## src/rtl/simd_pkg.sv

```systemverilog
// simd_pkg: shared instruction-field positions, forward-source encoding and history entry type.
package simd_pkg;
  localparam int RD_LSB  = 0;
  localparam int RS1_LSB = 5;
  localparam int RS2_LSB = 10;
  localparam int RS3_LSB = 15;
  localparam int FIELD_W = 5;
  localparam logic [2:0] FWD_SRC_WB    = 3'd0;
  localparam logic [2:0] FWD_SRC_HIST0 = 3'd1;
  typedef struct packed {
    logic               valid;
    logic [FIELD_W-1:0] addr;
    logic [127:0]       data;
  } hist_entry_t;
endpackage

```

## src/rtl/fwd_operand_select.sv

```systemverilog
// fwd_operand_select: priority match of one EX source operand against live WB and the write history.
module fwd_operand_select
  import simd_pkg::*;
#(
  parameter int DATA_W      = 128,
  parameter int REG_AW      = 5,
  parameter int HIST_DEPTH  = 2,
  parameter bit ZERO_REG_EN = 1'b0
) (
  input  logic [REG_AW-1:0]            rs,
  input  logic                         used,
  input  logic                         ex_valid,
  input  logic                         wb_valid,
  input  logic [REG_AW-1:0]            wb_rd,
  input  logic [DATA_W-1:0]            wb_data,
  input  logic [HIST_DEPTH-1:0]        hist_valid,
  input  logic [HIST_DEPTH*REG_AW-1:0] hist_addr,
  input  logic [HIST_DEPTH*DATA_W-1:0] hist_data,
  output logic                         hit,
  output logic [2:0]                   src,
  output logic [DATA_W-1:0]            data
);
  logic en;
  assign en = ex_valid && used && !(ZERO_REG_EN && rs == '0);
  // Walk oldest to youngest so later (younger) matches overwrite older ones.
  always_comb begin
    hit  = 1'b0;
    src  = FWD_SRC_WB;
    data = '0;
    for (int i = HIST_DEPTH - 1; i >= 0; i--) begin
      if (en && hist_valid[i] && hist_addr[i*REG_AW +: REG_AW] == rs) begin
        hit  = 1'b1;
        src  = FWD_SRC_HIST0 + 3'(i);
        data = hist_data[i*DATA_W +: DATA_W];
      end
    end
    if (en && wb_valid && wb_rd == rs) begin
      hit  = 1'b1;
      src  = FWD_SRC_WB;
      data = wb_data;
    end
  end
endmodule

```

## src/rtl/forward_history_unit.sv

```systemverilog
// forward_history_unit: forwards WB and recent retired writes to EX source operands,
// youngest write first, and counts forwarding cycles.
module forward_history_unit
  import simd_pkg::*;
#(
  parameter int DATA_W      = 128,
  parameter int REG_AW      = 5,
  parameter int NUM_SRC     = 3,
  parameter int HIST_DEPTH  = 2,
  parameter bit ZERO_REG_EN = 1'b0,
  parameter int CNT_W       = 16
) (
  input  logic                        clk,
  input  logic                        rst,
  input  logic                        flush,
  input  logic                        wb_valid,
  input  logic [REG_AW-1:0]           wb_rd,
  input  logic [DATA_W-1:0]           wb_data,
  input  logic                        ex_valid,
  input  logic [NUM_SRC*REG_AW-1:0]   ex_rs,
  input  logic [NUM_SRC-1:0]          ex_rs_used,
  output logic [NUM_SRC-1:0]          fwd_hit,
  output logic [NUM_SRC*3-1:0]        fwd_src,
  output logic [NUM_SRC*DATA_W-1:0]   fwd_data,
  output logic [CNT_W-1:0]            fwd_count,
  output logic [2:0]                  hist_occ
);
  typedef struct packed {
    logic              valid;
    logic [REG_AW-1:0] addr;
    logic [DATA_W-1:0] data;
  } entry_t;
  entry_t hist_q [HIST_DEPTH];
  entry_t hist_d [HIST_DEPTH];
  logic [CNT_W-1:0] cnt_q, cnt_d;
  logic [HIST_DEPTH-1:0]        hv;
  logic [HIST_DEPTH*REG_AW-1:0] ha;
  logic [HIST_DEPTH*DATA_W-1:0] hd;
  logic [2:0] occ;
  always_comb begin
    hist_d[0] = '{valid: wb_valid, addr: wb_rd, data: wb_data};
    for (int i = 1; i < HIST_DEPTH; i++) hist_d[i] = hist_q[i-1];
    // A flush drops everything, including the write presented this cycle.
    if (flush) for (int i = 0; i < HIST_DEPTH; i++) hist_d[i].valid = 1'b0;
    cnt_d = (|fwd_hit && !(&cnt_q)) ? cnt_q + CNT_W'(1) : cnt_q;
  end
  always_comb begin
    occ = '0;
    hv  = '0;
    ha  = '0;
    hd  = '0;
    for (int i = 0; i < HIST_DEPTH; i++) begin
      hv[i] = hist_q[i].valid;
      ha[i*REG_AW +: REG_AW] = hist_q[i].addr;
      hd[i*DATA_W +: DATA_W] = hist_q[i].data;
      occ = occ + 3'(hist_q[i].valid);
    end
  end
  always_ff @(posedge clk or posedge rst) begin
    if (rst) begin
      for (int i = 0; i < HIST_DEPTH; i++) hist_q[i] <= '0;
      cnt_q <= '0;
    end else begin
      for (int i = 0; i < HIST_DEPTH; i++) hist_q[i] <= hist_d[i];
      cnt_q <= cnt_d;
    end
  end
  for (genvar k = 0; k < NUM_SRC; k++) begin : g_sel
    fwd_operand_select #(
      .DATA_W(DATA_W), .REG_AW(REG_AW), .HIST_DEPTH(HIST_DEPTH), .ZERO_REG_EN(ZERO_REG_EN)
    ) u_sel (
      .rs        (ex_rs[k*REG_AW +: REG_AW]),
      .used      (ex_rs_used[k]),
      .ex_valid  (ex_valid),
      .wb_valid  (wb_valid),
      .wb_rd     (wb_rd),
      .wb_data   (wb_data),
      .hist_valid(hv),
      .hist_addr (ha),
      .hist_data (hd),
      .hit       (fwd_hit[k]),
      .src       (fwd_src[k*3 +: 3]),
      .data      (fwd_data[k*DATA_W +: DATA_W])
    );
  end
  assign fwd_count = cnt_q;
  assign hist_occ  = occ;
endmodule
```

## config.mk

```make
export PLATFORM = sky130hd
export DESIGN_NAME = forward_history_unit
export DESIGN_NICKNAME = d
export VERILOG_FILES = /design/src/rtl/simd_pkg.sv /design/src/rtl/fwd_operand_select.sv /design/src/rtl/forward_history_unit.sv
export SDC_FILE = /design/constraint.sdc
export NUM_CORES = 1
export LEC_CHECK = 0
export CAP_MARGIN = 15
export CORE_AREA = 2 2 225 227
export DETAILED_ROUTE_END_ITERATION = 10
export DIE_AREA = 0 0 227 229
export SYNTH_ARGS = -nofsm -noshare
export SYNTH_HDL_FRONTEND = slang
export SYNTH_SLANG_ARGS = --single-unit
```

## constraint.sdc

```tcl
create_clock -name clk -period 15.3 [get_ports clk]
set_input_delay 3.825 -clock clk [delete_from_list [all_inputs] [get_ports clk]]
set_output_delay 3.825 -clock clk [all_outputs]
set_load 0.03 [all_outputs]
```

; Word level (Yosys, flattened, before mapping)
; Cells that the tools add are included.
[classes]
addsub = 2
n_eq_ne = 9
n_mux = 29
n_reduce_logical = 25
[ops]
columns = cell, count
row1 = 2-to-1 mux 128 bit, 9
row2 = == test 5 bit, 9
row3 = logical AND 1 bit, 22
row4 = 2-to-1 mux 2 bit, 9
row5 = adder 16 x 1 -> 16 bit (second input constant), 1
row6 = AND reduction 16 bit, 1
row7 = 2-to-1 mux 1 bit, 11
row8 = OR reduction 3 bit, 1
row9 = adder 1 x 1 -> 2 bit, 1
row10 = logical NOT 1 bit, 1
[word_totals]
register_bits = 284
input_bits = 156
output_inout_bits = 415
wordCells = 72

; Logic depth before layout (Yosys ltp)
; Gate-level depths: netlist of run 1.
[depth]
ltp_word = 8
ltp_mapped = 9
depth_no_buf = 7

; By module
; Synthesis of run 1 repeated with hierarchy kept, for this count alone.
[hier_totals]
hier_cells = 2370
area_unflattened_um2 = 19850.3
[by_module_without_submodules]
columns = mod, n_inst, cells_each, area_per_inst_um2, seq_area_each_um2
row1 = fwd_operand_select, 3, 676, 4097.7, 0.0
row2 = forward_history_unit, 1, 342, 7557.2, 7106.8

; Least setup slack after synthesis of run 1
; Ideal clock, no wire load.
[synth_timing]
kind = input-to-output
from = in ex_rs[9]
to = out fwd_data[201]
arrival_time_ps = 5831
t_required_ps = 11475
path_slack_ps = 5644
cell_stages = 8
path_buffers = 2
path_cell_list = xor2_1 nor4_2 nand4_2 nor2_1 buf_2 buf_2 a22oi_1 o21ai_0
[synth_between]
elab_chain_cells = 5
[synth_rtl]
columns = element, line_no
row1 = "start, declared", forward_history_unit.sv:20  ; input logic [NUM_SRC*REG_AW-1:0] ex_rs,
row2 = == test 5 bit, fwd_operand_select.sv:31  ; if (en && hist_valid[i] && hist_addr[i*REG_AW +: REG_AW] == rs) begin
row3 = logical AND 1 bit, fwd_operand_select.sv:31
row4 = 2-to-1 mux 128 bit (2 in a row), fwd_operand_select.sv:31
row5 = 2-to-1 mux 128 bit (*), fwd_operand_select.sv:37  ; if (en && wb_valid && wb_rd == rs) begin
row6 = "end, declared", forward_history_unit.sv:24  ; output logic [NUM_SRC*DATA_W-1:0] fwd_data,
; Mark *: on every way between the ends. The rest lies on a longest branch, timed or not.

; Worst setup path in the final report of run 1
[layout_timing]
from = in ex_rs[9]
to = out fwd_data[217]
; The elaborated chain is that of the path after synthesis.

==> run_results.csv, run 1 <==
group,metric,value,unit
detailed_routing,wl_met1,28540,um
cells_and_area,final_cell_area,0.02262,mm^2
timing,timing.fmax,83.88,MHz
worst_setup_path,cp.required,11.48,ns
detailed_routing,vias,16740,
detailed_routing,wl_per_cell,23.87,um
synthesis,syn_area_per_cell,8.580,um^2
worst_setup_path,start_kind,"input port",
pwr,leakage,9.031,nW
clocking,clockBufferDepth,3,
place,placed_area,0.02145,mm^2
clocking,htreeDepth,2,
detailed_routing,drtPass1Iterations,6,
die,fp-row-count,82,
synthesis,yosysWarningCount,0,
clocking,cts_sinks,284,
die,die_w,227,um
clocking,cts_hold_buffers,0,
cells_and_area,drive_gt1_frac,0.04705,
die,io_pins,571,
cells_and_area,multi_input_area,0.007589,mm^2
worst_setup_path,critPathCapture,"fwd_data[217]",
grt,first_global_vias,16190,
worst_setup_path,worstRegToRegCells,8,
timing,hold_viol_final,0,
timing,report.final.slew_viol_count,0,
worst_setup_path,critical_path_class,"in2out",
worst_setup_path,cp.arrival,8.10,ns
clocking,cts-root-buf,"clkbuf_16",
synthesis,synth-async-reset-ratio,1.000,
timing,worst_slew_pin_slew,1.116,ns
detailed_routing,top_layer_used,"met5",
synthesis,ys_top_cells_by_count,"628 x nor2_1, 310 x a221oi_1, 284 x dfrtp_1, 129 x clkbuf_1, 85 x nand2_1",
pwr,power_density,81.61,mW/mm^2
detailed_routing,drtIter0Drc,1619,
timing,finalCriticalPeriod,11.92,ns
timing,timing.final.ws_setup,3.379,ns
worst_setup_path,critPathCaptureType,"output port",
synthesis,synth-seq-cells,284,
timing,period_share,0.7792,
synthesis,synthTopCellsByArea,"dfrtp_1 46%, a221oi_1 18%, nor2_1 15%",
pwr,peakVddDrop,0.00006323,V
synthesis,synth_most_common_cell,"nor2_1",
cells_and_area,fillers,4852,
worst_hold_path,min_path_type,"reg2reg",
grt,track_usage,0.2612,
worst_setup_path,worst-path-buf-inv,4,
timing,finalSetupViolCount,0,
synthesis,synth_top_cell_area_share,0.4607,
clocking,post_cts_buffers,0,
clocking,clk_latency,0.54,ns
clocking,clk_pin_slew_worst_paths,0.06,ns
timing,slew_headroom,0.2496,
detailed_routing,drt-total-wl,70340,um
synthesis,yosysSeqAreaShare,0.4607,
detailed_routing,ant_nets,0,
place,hpwlAfterDp,43760,um
synthesis,yosysTopAreaCell,"dfrtp_1",
clocking,cts_resized,0,
worst_setup_path,startpoint,"ex_rs[9]",
cells_and_area,register_area,0.007107,mm^2
die,dieArea,0.05198,mm^2
timing,final.setup_skew,0.01417,ns
grt,grt_pass1_wl,105500,um
worst_setup_path,slowest_stage,"buf_4",
die,core-area,0.04966,mm^2
grt,grt_max_degree,113,
detailed_routing,wl_met3,6241,um
place,gp_congestion,0.9108,
detailed_routing,drc,0,
worst_hold_path,hold_depth,0,
worst_setup_path,r2r_slack,11.40,ns
synthesis,synth_flop_cell,"dfrtp_1",
worst_setup_path,reg2reg_from,"ha[3]",
timing,rsz0062_at_grt,"false",
synthesis,synth_edf_count,0,
grt,gr-total-overflow,0,
clocking,cts_tree,"built",
cells_and_area,fin_nets,2407,
die,die_h,229,um
synthesis,yosysUniqueCellTypes,47,
worst_setup_path,crit_fanout,83,
clocking,cts_buffers,36,
grt,antenna_found_initial,3,
worst_setup_path,max_stage_delay,0.95,ns
place,pre_cts_ws,3.511,ns
worst_setup_path,path_delay_family,"buffers and inverters",
worst_setup_path,crit_chain,"clkdlybuf4s50_1, xnor2_1, nand4_1, nor2_4, buf_4, buf_4, a22oi_1, o21ai_0, clkdlybuf4s50_1",
synthesis,syn_inst,1798,
worst_setup_path,crit_cells,9,
worst_setup_path,r2r-end,"fwd_count[14]",
place,numPortBuffers,566,
cells_and_area,area_growth_syn_to_layout,46.62,%
cells_and_area,final_util,0.4555,
die,initial_core_util,0.3107,
timing,fin_setup_tns,0,ns
synthesis,synth_area,0.01543,mm^2
flow_run,cap_violations,0,
detailed_routing,routed-wl-met2,32860,um
detailed_routing,vias_per_cell,5.680,
outcome,status,"finished clean",
-- cells by family after synthesis --
group / count (synthesis) / synth area share
AO/OA/AOI/OAI: 479 / 0.2440
buffers and inverters: 189 / 0.05101
flip-flops: 284 / 0.4607
XOR/XNOR: 54 / 0.03066
multiplexers: 4 / 0.002838
AND/OR/NAND/NOR: 785 / 0.2089
other: 1 / 0.0002431
adder cells (fa/ha/maj): 2 / 0.001622
-- metal layers --
metal,up-vias,global-route usage
met2,914,0.4128
met1,8227,0.3491
li1,7459,-
met3,138,0.05606
met4,2,0.1003
met5,-,0
-- where the power goes --
part	leakage [nW]	switching (mW)	internal, mW
registers	3.34	0.0399	0.791
clock network	0.582	0.353	0.498
logic	5.11	0.0936	0.0699
total	9.03	0.487	1.36
-- sequential cells by signal, indices dropped and copies added (netlist names) --
name,count
ha,10
hd,256
fwd_count,16
hist_q,2
-- area by class of cell --
| class | count | share of cell area |
|---|---|---|
| Clock inverter | 16 | 0.005366 |
| Multi-Input combinational cell | 1328 | 0.3355 |
| Tap cell | 672 | 0.03717 |
| Timing Repair Buffer | 591 | 0.2599 |
| Clock buffer | 47 | 0.04613 |
| Antenna cell | 1 | 0.0001106 |
| Sequential cell | 284 | 0.3142 |
| Inverter | 8 | 0.001659 |
-- worst min path at each step --
stage	start	end	slack (ns)
after floorplan	hd[4]	hd[132]	0.39
after global placement	hd[48]	hd[176]	0.40
after detailed placement	hd[31]	hd[159]	0.41
after CTS	hd[122]	hd[250]	0.42
after global routing	hd[122]	hd[250]	0.42
final	hd[122]	hd[250]	0.42
-- metrics by stage --
step	power [mW]	instances	hold WS [ns]
6_report	1.846	2947	0.4175
5_1_grt	1.909	2947	0.4197
4_1_cts	1.862	2946	0.4164
3_5_place_dp	1.005	2883	0.4099
3_3_place_gp	1.001	2883	0.3983
2_1_floorplan	0.8978	1801	0.3940
-- layout by cell type, fill, tap and decap left out, drive strengths merged, types with 3 or more instances in the layout --
| cell | instances |
|---|---|
| and2 | 4 |
| a22oi | 57 |
| clkinv | 12 |
| nor3b | 10 |
| clkdlybuf4s50 | 566 |
| mux2 | 3 |
| xor2 | 34 |
| nor3 | 7 |
| nand4 | 12 |
| nand2 | 85 |
| conb | 4 |
| nand3 | 9 |
| xnor2 | 20 |
| and4 | 4 |
| inv | 9 |
| a221oi | 310 |
| clkbuf | 47 |
| a21oi | 18 |
| buf | 25 |
| o21ai | 76 |
| nor2 | 629 |
| and3b | 10 |
| nor4 | 6 |
| a311oi | 8 |
| a31oi | 6 |
| dfrtp | 284 |
| and3 | 3 |
No activity file was read; power rests on OpenSTA's default activity.
==> run 2: changes to the inputs <==
- clock period: 15.3 -> 11.2 ns (I/O delays scaled with it)
==> run 2 against run 1 <==
Against the previous run: via count shrank 0.27%; worst setup slack lost 1.5 ns; clock power up 41%; global-route usage shrank 0.10 points; count of clock-buffer cells in the layout grew 6; largest cell class unchanged; flip-flop and latch count unchanged; routed wire length down 0.51%; register-to-register slack worse by 3.3 ns; utilization increased by 0.35 points.
==> run_results.csv, run 2 (synthesis results as in run 1) <==
group,metric,value,unit
outcome,status,"finished clean",
grt,grt_max_degree,169,
die,initial_core_util,0.3107,
grt,antenna_found_initial,6,
clocking,clk_latency,0.54,ns
clocking,clockBufferDepth,3,
worst_setup_path,crit_fanout,71,
timing,final.setup_skew,0.01708,ns
clocking,htreeDepth,2,
clocking,cts-root-buf,"clkbuf_16",
timing,period_share,0.8340,
detailed_routing,vias,16700,
pwr,power_density,112.2,mW/mm^2
timing,timing.fmax,107.1,MHz
cells_and_area,final_common_cell,"nor2_1",
timing,rsz0062_at_grt,"false",
worst_setup_path,critPathCaptureType,"output port",
place,gp_congestion,0.8822,
worst_setup_path,cp.arrival,6.54,ns
detailed_routing,vias_per_cell,5.657,
worst_setup_path,start_kind,"input port",
clocking,cts_tree,"built",
clocking,cts_hold_buffers,0,
clocking,cts_buffers,36,
cells_and_area,final_cell_area,0.02279,mm^2
detailed_routing,drtPass1Iterations,6,
detailed_routing,drtIter0Drc,1576,
die,fp-row-count,82,
place,placed_area,0.02157,mm^2
die,die_h,229,um
grt,grt_pass1_wl,104600,um
timing,hold_viol_final,0,
timing,slew_headroom,0.3249,
place,dpl.cell_count,2885,
cells_and_area,largest_reg_flops,256,
pwr,peakVddDrop,0.00008287,V
die,io_pins,571,
cells_and_area,area_growth_syn_to_layout,47.74,%
clocking,cts_sinks,284,
clocking,cts_resized,0,
clocking,post_cts_buffers,0,
pwr,leakage,9.094,nW
timing,fin_setup_tns,0,ns
timing,hold_ws,0.4235,ns
timing,worst_slew_pin_slew,1.013,ns
worst_setup_path,critical_path_class,"in2out",
grt,track_usage,0.2602,
worst_setup_path,cp.required,8.40,ns
place,hpwlAfterDp,43590,um
place,numPortBuffers,566,
timing,report.final.slew_viol_count,0,
cells_and_area,drive_gt1_frac,0.04613,
die,core-area,0.04966,mm^2
worst_hold_path,min_path_type,"reg2reg",
flow_run,cap_violations,0,
detailed_routing,ant_nets,0,
die,dieArea,0.05198,mm^2
grt,gr-total-overflow,0,
grt,first_global_vias,16210,
detailed_routing,drt-total-wl,69980,um
cells_and_area,final_cell_mix,"624 x nor2_1, 566 x clkdlybuf4s50_1, 310 x a221oi_1",
detailed_routing,drc,0,
timing,finalCriticalPeriod,9.340,ns
cells_and_area,fin_cells,2951,
clocking,clk_pin_slew_worst_paths,0.06,ns
cells_and_area,fin_nets,2409,
die,die_w,227,um
timing,finalSetupViolCount,0,
detailed_routing,wl_per_cell,23.72,um
run 2: cell count changes in the layout (fill, tap and decap cells not counted), sizes merged:
cell | before | now
buf | 25 | 27
bufinv | 1 | 3
clkbuf | 47 | 53
clkinv | 12 | 6
clkinvlp | 2 | 1
diode | 1 | 3
inv | 9 | 8
run 2: area by class of cell:
cell class | count | area [um^2]
diodes | 3 | 7.507
clock buffers | 53 | 1086
clock inverters | 10 | 131.4
fillers | 4788 | 26870
inverters | 8 | 37.54
multi-input cells | 1328 | 7589
flip-flops and latches | 284 | 7107
well taps | 672 | 840.8
repair buffers | 593 | 5993
run 2: routing by layer:
layer,track usage,vias to the layer above,share of wire
met5,0,-,0.00054
met3,0.07300,122,0.10
li1,-,7460,-
met4,0.07823,6,0.029
met1,0.3422,8188,0.40
met2,0.4150,919,0.47
run 2: worst paths after layout:
path                       depth (start not counted)            end  slack [ns]      from
max                                                8  fwd_data[104]        1.86  ex_rs[4]
min                                                0        hd[195]        0.42    hd[67]
max reg2reg                                        7  fwd_count[14]        8.06     ha[4]
min reg2reg                                        0        hd[195]        0.42    hd[67]
max in group asynchronous                          3        hd[179]        6.87       rst
min in group asynchronous                          2          ha[4]        2.78       rst
run 2: power by group:
part	leakage, nW	switching, mW	internal, mW
logic	5.16	0.124	0.0957
registers	3.34	0.0546	1.08
clock network	0.601	0.464	0.739
run 2: critical path, stage by stage:
cell and delay, ns:
clkdlybuf4s50_1 0.56, xnor2_1 0.17, nand4_1 0.20, nor2_4 0.77, buf_4 0.80, a21oi_1 0.15, o21ai_1 0.29, clkdlybuf4s50_1 0.74
run 2: per-stage QoR:
stage	power, mW	util	worst slack, ns
after floorplan	1.227	-	0.5644
after global placement	1.366	0.4343	1.859
after detailed placement	1.370	0.4343	1.911
after CTS	2.586	0.4588	1.882
after global routing	2.648	0.4590	1.701
final	2.558	0.4590	1.860
==> run 3: changes to the inputs <==
- CORE_AREA: 2 2 225 227 -> 2 2 222 224
- DIE_AREA: 0 0 227 229 -> 0 0 224 226
- clock period: 11.2 -> 8.35 ns (I/O delays scaled with it)
==> run 3 against run 2 <==
Against the previous run: register-to-register slack lost 2.6 ns; power grew 35%; routed wire length shrank 0.54%; flip-flop and latch count is the same; highest routed layer is now met4; sequential power grew 33%; critical path depth is the same; global-route usage grew 0.57 points; non-clock buffer count grew 11; largest power group unchanged.
==> run_results.csv, run 3 (synthesis results as in run 1) <==
group,metric,value,unit
worst_setup_path,critical_path_class,"in2out",
clocking,cts_sinks,284,
worst_setup_path,r2r_slack,5.42,ns
timing,timing.fmax,134.8,MHz
grt,first_global_vias,16440,
worst_setup_path,r2r-end,"fwd_count[14]",
timing,finalSetupViolCount,0,
worst_setup_path,path_delay_family,"buffers and inverters",
cells_and_area,final_cell_mix,"624 x nor2_1, 556 x clkdlybuf4s50_1, 310 x a221oi_1",
detailed_routing,drc,0,
timing,worst_slew_pin_slew,0.9659,ns
die,initial_core_util,0.3191,
place,numPortBuffers,566,
worst_hold_path,min_path_type,"reg2reg",
worst_setup_path,path_common_cell,"clkdlybuf4s50_1",
detailed_routing,drtIter0Drc,1567,
worst_setup_path,cp.required,6.26,ns
cells_and_area,final_cell_area,0.02294,mm^2
worst_hold_path,hold_depth,0,
cells_and_area,final_util,0.4745,
detailed_routing,vias,16840,
worst_setup_path,max_stage_delay,0.69,ns
pwr,peakVddDrop,0.00009972,V
clocking,cts_buffers,36,
worst_setup_path,worstRegToRegCells,6,
timing,period_share,0.8885,
pwr,power_density,150.3,mW/mm^2
place,gp_congestion,0.9067,
timing,final.setup_skew,0.01942,ns
die,die_h,226,um
die,io_pins,571,
worst_setup_path,worst-path-buf-inv,3,
place,pre_cts_ws,0.9423,ns
outcome,status,"finished clean",
worst_setup_path,slowest_stage,"and4_4",
cells_and_area,largest_reg_flops,256,
die,core-area,0.04834,mm^2
clocking,clk_pin_slew_worst_paths,0.06,ns
pwr,finalPower,3.448,mW
worst_setup_path,reg2reg_from,"ha[9]",
place,hpwlAfterDp,44630,um
die,dieArea,0.05062,mm^2
worst_setup_path,start_kind,"input port",
cells_and_area,fin_cells,2911,
grt,track_usage,0.2659,
timing,finalCriticalPeriod,7.419,ns
timing,rsz0062_at_grt,"false",
timing,fin_setup_tns,0,ns
grt,antenna_found_initial,3,
worst_setup_path,crit_chain,"clkdlybuf4s50_1, xor2_1, nor4_1, and4_4, buf_12, a221oi_1, nor2_1, clkdlybuf4s50_1",
detailed_routing,vias_per_cell,5.785,
grt,grt_pass1_wl,104700,um
pwr,leakage,9.192,nW
cells_and_area,drive_gt1_frac,0.05249,
worst_setup_path,critPathCaptureType,"output port",
clocking,cts-root-buf,"clkbuf_16",
clocking,cts_resized,0,
clocking,post_cts_buffers,0,
worst_setup_path,crit_fanout,38,
place,dpl.cell_count,2846,
timing,hold_viol_final,0,
die,fp-row-count,81,
detailed_routing,wl_per_cell,23.91,um
cells_and_area,final_common_cell,"nor2_1",
flow_run,cap_violations,0,
grt,grt_max_degree,153,
worst_hold_path,hold_end,"hd[230]",
clocking,cts_tree,"built",
timing,report.final.slew_viol_count,0,
grt,gr-total-overflow,0,
clocking,htreeDepth,2,
detailed_routing,ant_nets,0,
cells_and_area,fin_nets,2420,
cells_and_area,area_growth_syn_to_layout,48.70,%
clocking,cts_hold_buffers,0,
worst_hold_path,holdCritStartpoint,"hd[102]",
worst_setup_path,cp.arrival,5.33,ns
timing,timing.final.ws_setup,0.9311,ns
timing,hold_ws,0.4224,ns
clocking,clockBufferDepth,3,
clocking,clk_latency,0.54,ns
detailed_routing,drtPass1Iterations,6,
place,placed_area,0.02172,mm^2
timing,slew_headroom,0.3560,
die,die_w,224,um
detailed_routing,drt-total-wl,69600,um
run 3: changes by cell type in the layout (fill, tap and decap cells not counted):
| cell | before | now |
|---|---|---|
| bufinv_16 | 3 | 5 |
| clkinvlp_4 | 1 | 2 |
| buf_4 | 17 | 25 |
| clkinv_2 | 5 | 2 |
| clkdlybuf4s50_1 | 566 | 556 |
| clkbuf_8 | 10 | 5 |
| inv_8 | 1 | 0 |
| clkbuf_1 | 6 | 11 |
| buf_12 | 10 | 23 |
run 3: layer usage:
metal / vias to the layer above / track usage / share of wire
li1: 7488 / - / -
met1: 8282 / 0.3556 / 0.41
met2: 950 / 0.4185 / 0.46
met3: 120 / 0.06583 / 0.095
met4: 0 / 0.09398 / 0.029
met5: - / 0 / 0
run 3: worst max-delay path by stage:
| stage | from | to | slack (ns) | cells after the start |
|---|---|---|---|---|
| 2_1_floorplan | ex_rs[9] | fwd_data[201] | 2.17 | 8 |
| 3_3_place_gp | wb_rd[1] | fwd_data[326] | 0.92 | 8 |
| 3_5_place_dp | wb_rd[1] | fwd_data[276] | 0.94 | 8 |
| 4_1_cts | wb_rd[1] | fwd_data[326] | 0.91 | 8 |
| 5_1_grt | wb_rd[1] | fwd_data[125] | 0.70 | 9 |
| 6_report | wb_rd[1] | fwd_data[285] | 0.93 | 8 |
run 3: cell type report:
class                           count  area, um^2
Clock inverter                      9       176.4
Multi-Input combinational cell   1328        7589
Timing Repair Buffer              604        6213
Inverter                            8       33.78
Tap cell                          622       778.2
Clock buffer                       53        1036
Antenna cell                        3       7.507
Fill cell                        4517       25400
Sequential cell                   284        7107
run 3: worst register-to-register path, delay by kind of cell, from the launching register on:
| family | cells | cell delay [ns] |
|---|---|---|
| XOR/XNOR | 1 | 0.21 |
| flip-flops | 1 | 0.46 |
| multiplexers | 1 | 0.38 |
| AND/OR/NAND/NOR | 3 | 1.45 |
| AO/OA/AOI/OAI | 1 | 0.34 |
run 3: where the power goes:
part / switching [mW] / internal [mW]
logic: 0.167 / 0.130
clock network: 0.617 / 1.01
registers: 0.0727 / 1.45
